File: config.mk
export PLATFORM = sky130hd
export DESIGN_NAME = i2c_slave_regs
export DESIGN_NICKNAME = d
export VERILOG_FILES = /design/src/rtl/i2c_slave_regs.sv
export SDC_FILE = /design/constraint.sdc
export NUM_CORES = 1
export LEC_CHECK = 0
export ABC_AREA = 1
export BUFFER_PORTS_ARGS = -buffer_cell sky130_fd_sc_hd__buf_4
export CORE_ASPECT_RATIO = 0.7
export CORE_MARGIN = 4
export CORE_UTILIZATION = 55
export CTS_CLUSTER_SIZE = 16
export DETAILED_ROUTE_END_ITERATION = 10
export PLACE_DENSITY_LB_ADDON = 0.08
export SLEW_MARGIN = 20
export SYNTH_ARGS = -nofsm -noshare
export SYNTH_HDL_FRONTEND = slang
export SYNTH_SLANG_ARGS = --single-unit
File: constraint.sdc
create_clock -name wb_clk_i -period 2.3 [get_ports wb_clk_i]
set_input_delay 0.345 -clock wb_clk_i [delete_from_list [all_inputs] [get_ports wb_clk_i]]
set_output_delay 0.345 -clock wb_clk_i [all_outputs]
set_load 0.005 [all_outputs]
File: src/rtl/i2c_slave_regs.sv
// I2C target serving a small register file to an external master, with a local parallel port.
// SCL/SDA are synchronized and glitch-filtered; SDA is driven only through the open-drain pad pair.
module i2c_slave_regs #(
  parameter logic [6:0]  SLV_ADDR = 7'h50,
  parameter int unsigned ADR_W    = 3,
  parameter int unsigned FILT_LEN = 3
) (
  input  logic             wb_clk_i,
  input  logic             rst_i,
  input  logic             scl_pad_i,
  input  logic             sda_pad_i,
  output logic             sda_pad_o,
  output logic             sda_padoen_o,
  input  logic [ADR_W-1:0] reg_adr_i,
  input  logic [7:0]       reg_dat_i,
  input  logic             reg_we_i,
  output logic [7:0]       reg_dat_o,
  output logic             wr_strobe_o,
  output logic [ADR_W-1:0] wr_adr_o,
  output logic             busy_o
);

  localparam int unsigned NREGS = 2 ** ADR_W;

  localparam logic [3:0] StIdle     = 4'd0;
  localparam logic [3:0] StAddr     = 4'd1;
  localparam logic [3:0] StAddrAck  = 4'd2;
  localparam logic [3:0] StPtr      = 4'd3;
  localparam logic [3:0] StPtrAck   = 4'd4;
  localparam logic [3:0] StWdata    = 4'd5;
  localparam logic [3:0] StWdataAck = 4'd6;
  localparam logic [3:0] StRdata    = 4'd7;
  localparam logic [3:0] StRdataAck = 4'd8;
  localparam logic [3:0] StWait     = 4'd9;

  logic [1:0]          scl_sync_q, sda_sync_q;
  logic [FILT_LEN-1:0] scl_hist_q, sda_hist_q;
  logic                scl_f_q, scl_f_d, sda_f_q, sda_f_d;
  logic                scl_fp_q, sda_fp_q;

  logic [3:0]       state_q, state_d;
  logic [2:0]       cnt_q, cnt_d;
  logic [7:0]       sr_q, sr_d;
  logic             full_q, full_d;
  logic             rw_q, rw_d;
  logic [ADR_W-1:0] ptr_q, ptr_d;
  logic             oen_q, oen_d;
  logic             busy_q, busy_d;
  logic             strobe_q, strobe_d;
  logic [ADR_W-1:0] wr_adr_q, wr_adr_d;
  logic [7:0]       regs_q [NREGS];
  logic [7:0]       regs_d [NREGS];

  logic scl_rise, scl_fall, start_det, stop_det;

  // A filtered level only moves once FILT_LEN consecutive samples agree.
  always_comb begin
    scl_f_d = scl_f_q;
    sda_f_d = sda_f_q;
    if (&scl_hist_q)       scl_f_d = 1'b1;
    else if (~|scl_hist_q) scl_f_d = 1'b0;
    if (&sda_hist_q)       sda_f_d = 1'b1;
    else if (~|sda_hist_q) sda_f_d = 1'b0;
  end

  always_ff @(posedge wb_clk_i or negedge rst_i) begin
    if (!rst_i) begin
      scl_sync_q <= '1;
      sda_sync_q <= '1;
      scl_hist_q <= '1;
      sda_hist_q <= '1;
      scl_f_q    <= 1'b1;
      sda_f_q    <= 1'b1;
      scl_fp_q   <= 1'b1;
      sda_fp_q   <= 1'b1;
    end else begin
      scl_sync_q <= {scl_sync_q[0], scl_pad_i};
      sda_sync_q <= {sda_sync_q[0], sda_pad_i};
      scl_hist_q <= {scl_hist_q[FILT_LEN-2:0], scl_sync_q[1]};
      sda_hist_q <= {sda_hist_q[FILT_LEN-2:0], sda_sync_q[1]};
      scl_f_q    <= scl_f_d;
      sda_f_q    <= sda_f_d;
      scl_fp_q   <= scl_f_q;
      sda_fp_q   <= sda_f_q;
    end
  end

  assign scl_rise  = scl_f_q & ~scl_fp_q;
  assign scl_fall  = ~scl_f_q & scl_fp_q;
  assign start_det = scl_f_q & scl_fp_q & sda_fp_q & ~sda_f_q;
  assign stop_det  = scl_f_q & scl_fp_q & ~sda_fp_q & sda_f_q;

  always_comb begin
    state_d  = state_q;
    cnt_d    = cnt_q;
    sr_d     = sr_q;
    full_d   = full_q;
    rw_d     = rw_q;
    ptr_d    = ptr_q;
    oen_d    = oen_q;
    busy_d   = busy_q;
    strobe_d = 1'b0;
    wr_adr_d = wr_adr_q;
    regs_d   = regs_q;

    if (stop_det) begin
      state_d = StIdle;
      cnt_d   = '0;
      full_d  = 1'b0;
      oen_d   = 1'b1;
      busy_d  = 1'b0;
    end else if (start_det) begin
      state_d = StAddr;
      cnt_d   = '0;
      sr_d    = '0;
      full_d  = 1'b0;
      oen_d   = 1'b1;
    end else if (scl_rise) begin
      unique case (state_q)
        StAddr, StPtr, StWdata: begin
          sr_d   = {sr_q[6:0], sda_f_q};
          cnt_d  = cnt_q + 3'd1;
          full_d = (cnt_q == 3'd7);
        end
        StRdata: begin
          cnt_d  = cnt_q + 3'd1;
          full_d = (cnt_q == 3'd7);
        end
        StRdataAck: begin
          rw_d = sda_f_q;  // reused as the master's NACK bit during the read ACK slot
          if (!sda_f_q) ptr_d = ptr_q + ADR_W'(1);
        end
        default: ;
      endcase
    end else if (scl_fall) begin
      unique case (state_q)
        StAddr: if (full_q) begin
          full_d = 1'b0;
          if (sr_q[7:1] == SLV_ADDR) begin
            state_d = StAddrAck;
            oen_d   = 1'b0;
            busy_d  = 1'b1;
            rw_d    = sr_q[0];
          end else begin
            state_d = StWait;
            busy_d  = 1'b0;
          end
        end
        StAddrAck: begin
          if (rw_q) begin
            state_d = StRdata;
            sr_d    = regs_q[ptr_q];
            oen_d   = regs_q[ptr_q][7];
          end else begin
            state_d = StPtr;
            oen_d   = 1'b1;
          end
        end
        StPtr: if (full_q) begin
          full_d  = 1'b0;
          ptr_d   = sr_q[ADR_W-1:0];
          state_d = StPtrAck;
          oen_d   = 1'b0;
        end
        StPtrAck, StWdataAck: begin
          state_d = StWdata;
          oen_d   = 1'b1;
        end
        StWdata: if (full_q) begin
          full_d        = 1'b0;
          regs_d[ptr_q] = sr_q;
          strobe_d      = 1'b1;
          wr_adr_d      = ptr_q;
          ptr_d         = ptr_q + ADR_W'(1);
          state_d       = StWdataAck;
          oen_d         = 1'b0;
        end
        StRdata: begin
          if (full_q) begin
            full_d  = 1'b0;
            oen_d   = 1'b1;
            state_d = StRdataAck;
          end else begin
            sr_d  = {sr_q[6:0], 1'b0};
            oen_d = sr_q[6];
          end
        end
        StRdataAck: begin
          if (rw_q) begin
            state_d = StWait;
            busy_d  = 1'b0;
            oen_d   = 1'b1;
          end else begin
            state_d = StRdata;
            sr_d    = regs_q[ptr_q];
            oen_d   = regs_q[ptr_q][7];
          end
        end
        default: ;
      endcase
    end

    // Local port has the last word on a same-cycle write collision.
    if (reg_we_i) regs_d[reg_adr_i] = reg_dat_i;
  end

  always_ff @(posedge wb_clk_i or negedge rst_i) begin
    if (!rst_i) begin
      state_q  <= StIdle;
      cnt_q    <= '0;
      sr_q     <= '0;
      full_q   <= 1'b0;
      rw_q     <= 1'b0;
      ptr_q    <= '0;
      oen_q    <= 1'b1;
      busy_q   <= 1'b0;
      strobe_q <= 1'b0;
      wr_adr_q <= '0;
      for (int unsigned i = 0; i < NREGS; i++) regs_q[i] <= '0;
    end else begin
      state_q  <= state_d;
      cnt_q    <= cnt_d;
      sr_q     <= sr_d;
      full_q   <= full_d;
      rw_q     <= rw_d;
      ptr_q    <= ptr_d;
      oen_q    <= oen_d;
      busy_q   <= busy_d;
      strobe_q <= strobe_d;
      wr_adr_q <= wr_adr_d;
      regs_q   <= regs_d;
    end
  end

  assign sda_pad_o    = 1'b0;
  assign sda_padoen_o = oen_q;
  assign busy_o       = busy_q;
  assign wr_strobe_o  = strobe_q;
  assign wr_adr_o     = wr_adr_q;
  assign reg_dat_o    = regs_q[reg_adr_i];

endmodule
==> metrics.log <==
INFO  metric net_switching_power_of_the_design = about 0.0035 W
INFO  metric syn_to_final_growth = 12.9%
INFO  metric grt_pass1_vias = 6167
INFO  metric critPathMostFrequentCell = sky130_fd_sc_hd__nand2_1
INFO  metric number_of_storage_elements_in_the_synthesis_netlist = 104
INFO  metric insertion_delay = 0.36 ns
INFO  metric placeableCoreArea = 11800 sq um
INFO  metric seq_power_share = roughly 36%
INFO  metric htree_num_levels = 3
INFO  metric max_stage_delay = 0.55 ns
INFO  metric rows = 33
INFO  metric setup_viol = 0
INFO  metric synth_commonest_cells = sky130_fd_sc_hd__nand2_1, sky130_fd_sc_hd__inv_1, sky130_fd_sc_hd__nand3_1
INFO  metric grt_ovf = 0
INFO  metric gp_congestion = 1.03
INFO  metric fp.dieW = 140 um
INFO  metric yosys.area.top_type_share = roughly 33%
INFO  metric synth_async_sr_flop_share = 100%
INFO  metric die_area = 14000 sq um
INFO  metric worst_setup_hold_path_clk_slew = 0.08 ns
INFO  metric detail_route.iter0.violations = 934
INFO  metric cts.sinks = 104
INFO  metric worstPathRequired = 2.55 ns
INFO  metric ant_nets = 0
INFO  metric hold_viol_final = 0
INFO  metric timing.critical_path.cells = inv_1 > ha_1 > nor2_4 > nand3_2 > nor2_1 > buf_4 > nand2_1 > nand2_1 > nand3_1 > nand2_1 > inv_1
INFO  metric unrepaired_setup_endpoints_after_global_routing = no
INFO  metric cellLeakagePower = ~4 nW
INFO  metric cell_pwr_density = 994 nW/um^2
INFO  metric netlist-cell-type-count = 35
INFO  metric cp-startpoint = scl_fp_q$_DFF_PN1_
INFO  metric count_of_flip_flops_with_a_built_in_enable_after_synthesis = 0
INFO  metric io_buffers = 29
INFO  metric timing_max_transition_violations_final = 0
INFO  metric via_count = 6801
INFO  metric synth.largest_area_cell = sky130_fd_sc_hd__dfrtp_1
INFO  metric initial_utilization = between 50 and 60%
INFO  metric antenna_cells_inserted = 0
INFO  metric dieHeight = between 100 and 150 um
INFO  metric transition_at_the_pin_with_the_smallest_max_transition_slack = roughly 0.65 ns
INFO  metric place.detailed.hpwl = roughly 17000 um
INFO  metric max-cap-violations = 0
INFO  metric r2r_start = scl_fp_q$_DFF_PN1_
INFO  metric finalCoreUtilization = 63.8%
INFO  metric synth_instances = between 1k and 1.5k
INFO  metric timing.critical_path.max_delay_family = simple AND/OR/NAND/NOR gates
INFO  metric worst_slew_margin_rel = between 50% and 60%
INFO  metric critical_path.n_buffers_inverters = 3
INFO  metric synth.yosys.seq_area_share = between 30% and 40%
INFO  metric synth.most_common_cell = sky130_fd_sc_hd__nand2_1
INFO  metric final.setup.tns = 0 ns
INFO  metric final.period_utilization = roughly 90%
INFO  metric drive_gt1_share = 12.2%
INFO  metric buffers_inserted_by_post_cts_timing_repair = 0
INFO  metric worstHoldStart = scl_pad_i
INFO  metric globalRouteTotalUtil = 32.4%
INFO  metric p_clk_share = 20.8%
INFO  metric peakVddDrop = between 500 and 600 uV
INFO  metric worst_ep_arrival_time = 2.32 ns
INFO  metric final.setup_skew = 0.0157 ns
INFO  metric power_switching_share = 46.1%
INFO  metric syn_avg_cell_area = between 6 and 7 sq um
INFO  metric cts_tree = done
INFO  metric clockBufferDepth = 2
INFO  metric grt_max_degree = between 40 and 50
INFO  metric internal_power = 0.00404 W
INFO  metric design_power_total = 0.00750 W
INFO  metric layout_min_cycle_time = 2.07 ns
INFO  metric grt_pass1_wl = 35000 um
INFO  metric slowest_stage = sky130_fd_sc_hd__dfstp_2
INFO  metric number_of_antenna_violations_at_the_first_check_in_global_routing = 0
INFO  metric min-delay-path-class = input port to flop
INFO  metric cts_buffers = 9
INFO  metric max_freq = between 400 and 500 MHz
INFO  metric setup.worst_path.class = flop to flop
INFO  metric end_kind = flop
INFO  metric run_status = complete, no violations
INFO  metric drc = 0
INFO  metric cp_max_fo = 11
INFO  metric synth.net_count = 1032
INFO  metric io_pins = 31
INFO  metric comb_power_share = 43.3%
INFO  metric synth_area_leaders = sky130_fd_sc_hd__dfrtp_1, sky130_fd_sc_hd__nand2_1, sky130_fd_sc_hd__nand3_1
INFO  metric num-nets-final = between 1k and 1.5k
INFO  metric netlist_area = 6680 sq um
INFO  metric avgRoutedWirePerCell = between 15 and 20 um
INFO  metric synth_flop_cell = sky130_fd_sc_hd__dfrtp_1
INFO  metric routed_wirelength = 22200 um
INFO  metric synth-warning-count = 0
INFO  metric post_drt_via_cell_ratio = 5.61
INFO  metric timing.critical_path.from_type = flop
INFO  metric first_pass_iters = 5
INFO  metric cts_root_cell = sky130_fd_sc_hd__clkbuf_16
[cells by family (layout without fill, tap and decap cells)]
kind of cell,Yosys count,after routing,share of synthesized area [%]
AO/OA/AOI/OAI,162,162,13.2
XOR/XNOR,1,1,0.131
adder cells (fa/ha/maj),6,6,1.12
buffers and inverters,175,220,10.3
flip-flops,104,104,39.3
other,1,1,0.0562
AND/OR/NAND/NOR,561,561,36.0
[worst register-to-register path, cell delays in order, from the launching register on]
cell and delay, ns:
sky130_fd_sc_hd__dfstp_2 0.55, sky130_fd_sc_hd__inv_1 0.05, sky130_fd_sc_hd__ha_1 0.22, sky130_fd_sc_hd__nor2_4 0.20
sky130_fd_sc_hd__nand3_2 0.13, sky130_fd_sc_hd__nor2_1 0.11, sky130_fd_sc_hd__buf_4 0.21, sky130_fd_sc_hd__nand2_1 0.20
sky130_fd_sc_hd__nand2_1 0.11, sky130_fd_sc_hd__nand3_1 0.07, sky130_fd_sc_hd__nand2_1 0.07, sky130_fd_sc_hd__inv_1 0.04
[per-layer routing]
metal,track usage [%],vias up,wire (um)
met1,51.1,3056,10200
met4,8.49,0,473
li1,-,3287,-
met2,42.9,411,8610
met3,9.48,47,2920
met5,0,-,0
[through the flow]
step                std cells  hold WS [ns]  worst slack, ns  area, sq um
global placement         1195         0.346            0.102         7220
finish                   1212        0.0921            0.228         7540
floorplan                1010        0.0494            0.500         6680
global route             1212        0.0814           0.0492         7540
CTS                      1212        0.0859           0.0491         7530
detailed placement       1195         0.344           0.0634         7220
[flip-flops by register name (all words and copies together), names as in the netlist]
name and cells:
sda_sync_q 2, sda_hist_q 3, wr_adr_o 3, ptr_q 3
wr_strobe_o 1, scl_hist_q 3, state_q 4, scl_fp_q 1
sda_fp_q 1, busy_o 1, rw_q 1, scl_sync_q 2
cnt_q 3, sda_padoen_o 1, full_q 1, sda_f_q 1
sr_q 8, regs_q 64, scl_f_q 1
[power by group through the flow]
stage | clock network (W) | registers, W | logic [W]
finish | 0.00156 | 0.00269 | 0.00325
global route | 0.00166 | 0.00272 | 0.00363
CTS | 0.00158 | 0.00266 | 0.00315
detailed placement | 0 | 0.00269 | 0.00314
global placement | 0 | 0.00269 | 0.00313
floorplan | 0 | 0.00246 | 0.00221
[worst paths after layout]
| check | to | slack [ns] | cells past startpoint |
|---|---|---|---|
| hold / removal | scl_sync_q[0]$_DFF_PN1_ | 0.09 | 1 |
| setup / recovery | regs_q[5]$_DFF_PN0_ | 0.23 | 11 |
| min in group asynchronous | state_q[2]$_DFFE_PN0P_ | 0.51 | 2 |
| hold reg to reg | scl_hist_q[0]$_DFF_PN1_ | 0.36 | 0 |
| max in group asynchronous | sda_fp_q$_DFF_PN1_ | 1.10 | 3 |
| setup reg to reg | regs_q[5]$_DFF_PN0_ | 0.23 | 11 |
[layout by cell type, fill, tap and decap left out]
cell type                         n
sky130_fd_sc_hd__nor2_1          65
sky130_fd_sc_hd__clkbuf_16        9
sky130_fd_sc_hd__o211ai_1        17
sky130_fd_sc_hd__nor2_2           8
sky130_fd_sc_hd__inv_1          134
sky130_fd_sc_hd__nand3_2          4
sky130_fd_sc_hd__buf_4           59
sky130_fd_sc_hd__o21ai_0         91
sky130_fd_sc_hd__a211oi_1         1
sky130_fd_sc_hd__a21boi_0         1
sky130_fd_sc_hd__inv_8            2
sky130_fd_sc_hd__inv_2            5
sky130_fd_sc_hd__o21ai_1          8
sky130_fd_sc_hd__o2111ai_1        4
sky130_fd_sc_hd__nand4_1          8
sky130_fd_sc_hd__nand4_2          2
sky130_fd_sc_hd__o31ai_1          1
sky130_fd_sc_hd__conb_1           1
sky130_fd_sc_hd__nor2_4           7
sky130_fd_sc_hd__clkinv_8         1
sky130_fd_sc_hd__nand3_1        101
sky130_fd_sc_hd__nor3_4           1
sky130_fd_sc_hd__a21oi_1         37
sky130_fd_sc_hd__dfrtp_1         89
sky130_fd_sc_hd__buf_12           3
sky130_fd_sc_hd__nand2_1        352
sky130_fd_sc_hd__inv_6            1
sky130_fd_sc_hd__xnor2_1          1
sky130_fd_sc_hd__nor3_1           3
sky130_fd_sc_hd__clkinv_4         3
sky130_fd_sc_hd__nand2_4          1
sky130_fd_sc_hd__dlygate4sd3_1    1
sky130_fd_sc_hd__nor3b_1          1
sky130_fd_sc_hd__nand2_2          8
sky130_fd_sc_hd__dfstp_2         15
sky130_fd_sc_hd__ha_1             6
sky130_fd_sc_hd__clkinv_1         2
sky130_fd_sc_hd__o22ai_1          2
[layout make-up]
type / instances / area, sq um
well taps: 157 / 196
clock buffers: 9 / 225
flip-flops and latches: 104 / 2620
inverters: 141 / 529
fillers: 1148 / 4270
clock inverters: 7 / 73.8
multi-input cells: 731 / 3380
repair buffers: 63 / 513
[timing repair]
action                     CTS  global route
gates resized for setup      0             3
setup endpoints to repair    0            25
hold buffers                 1             0
hold endpoints to repair    30             0
(Power assumes the default switching activity.)
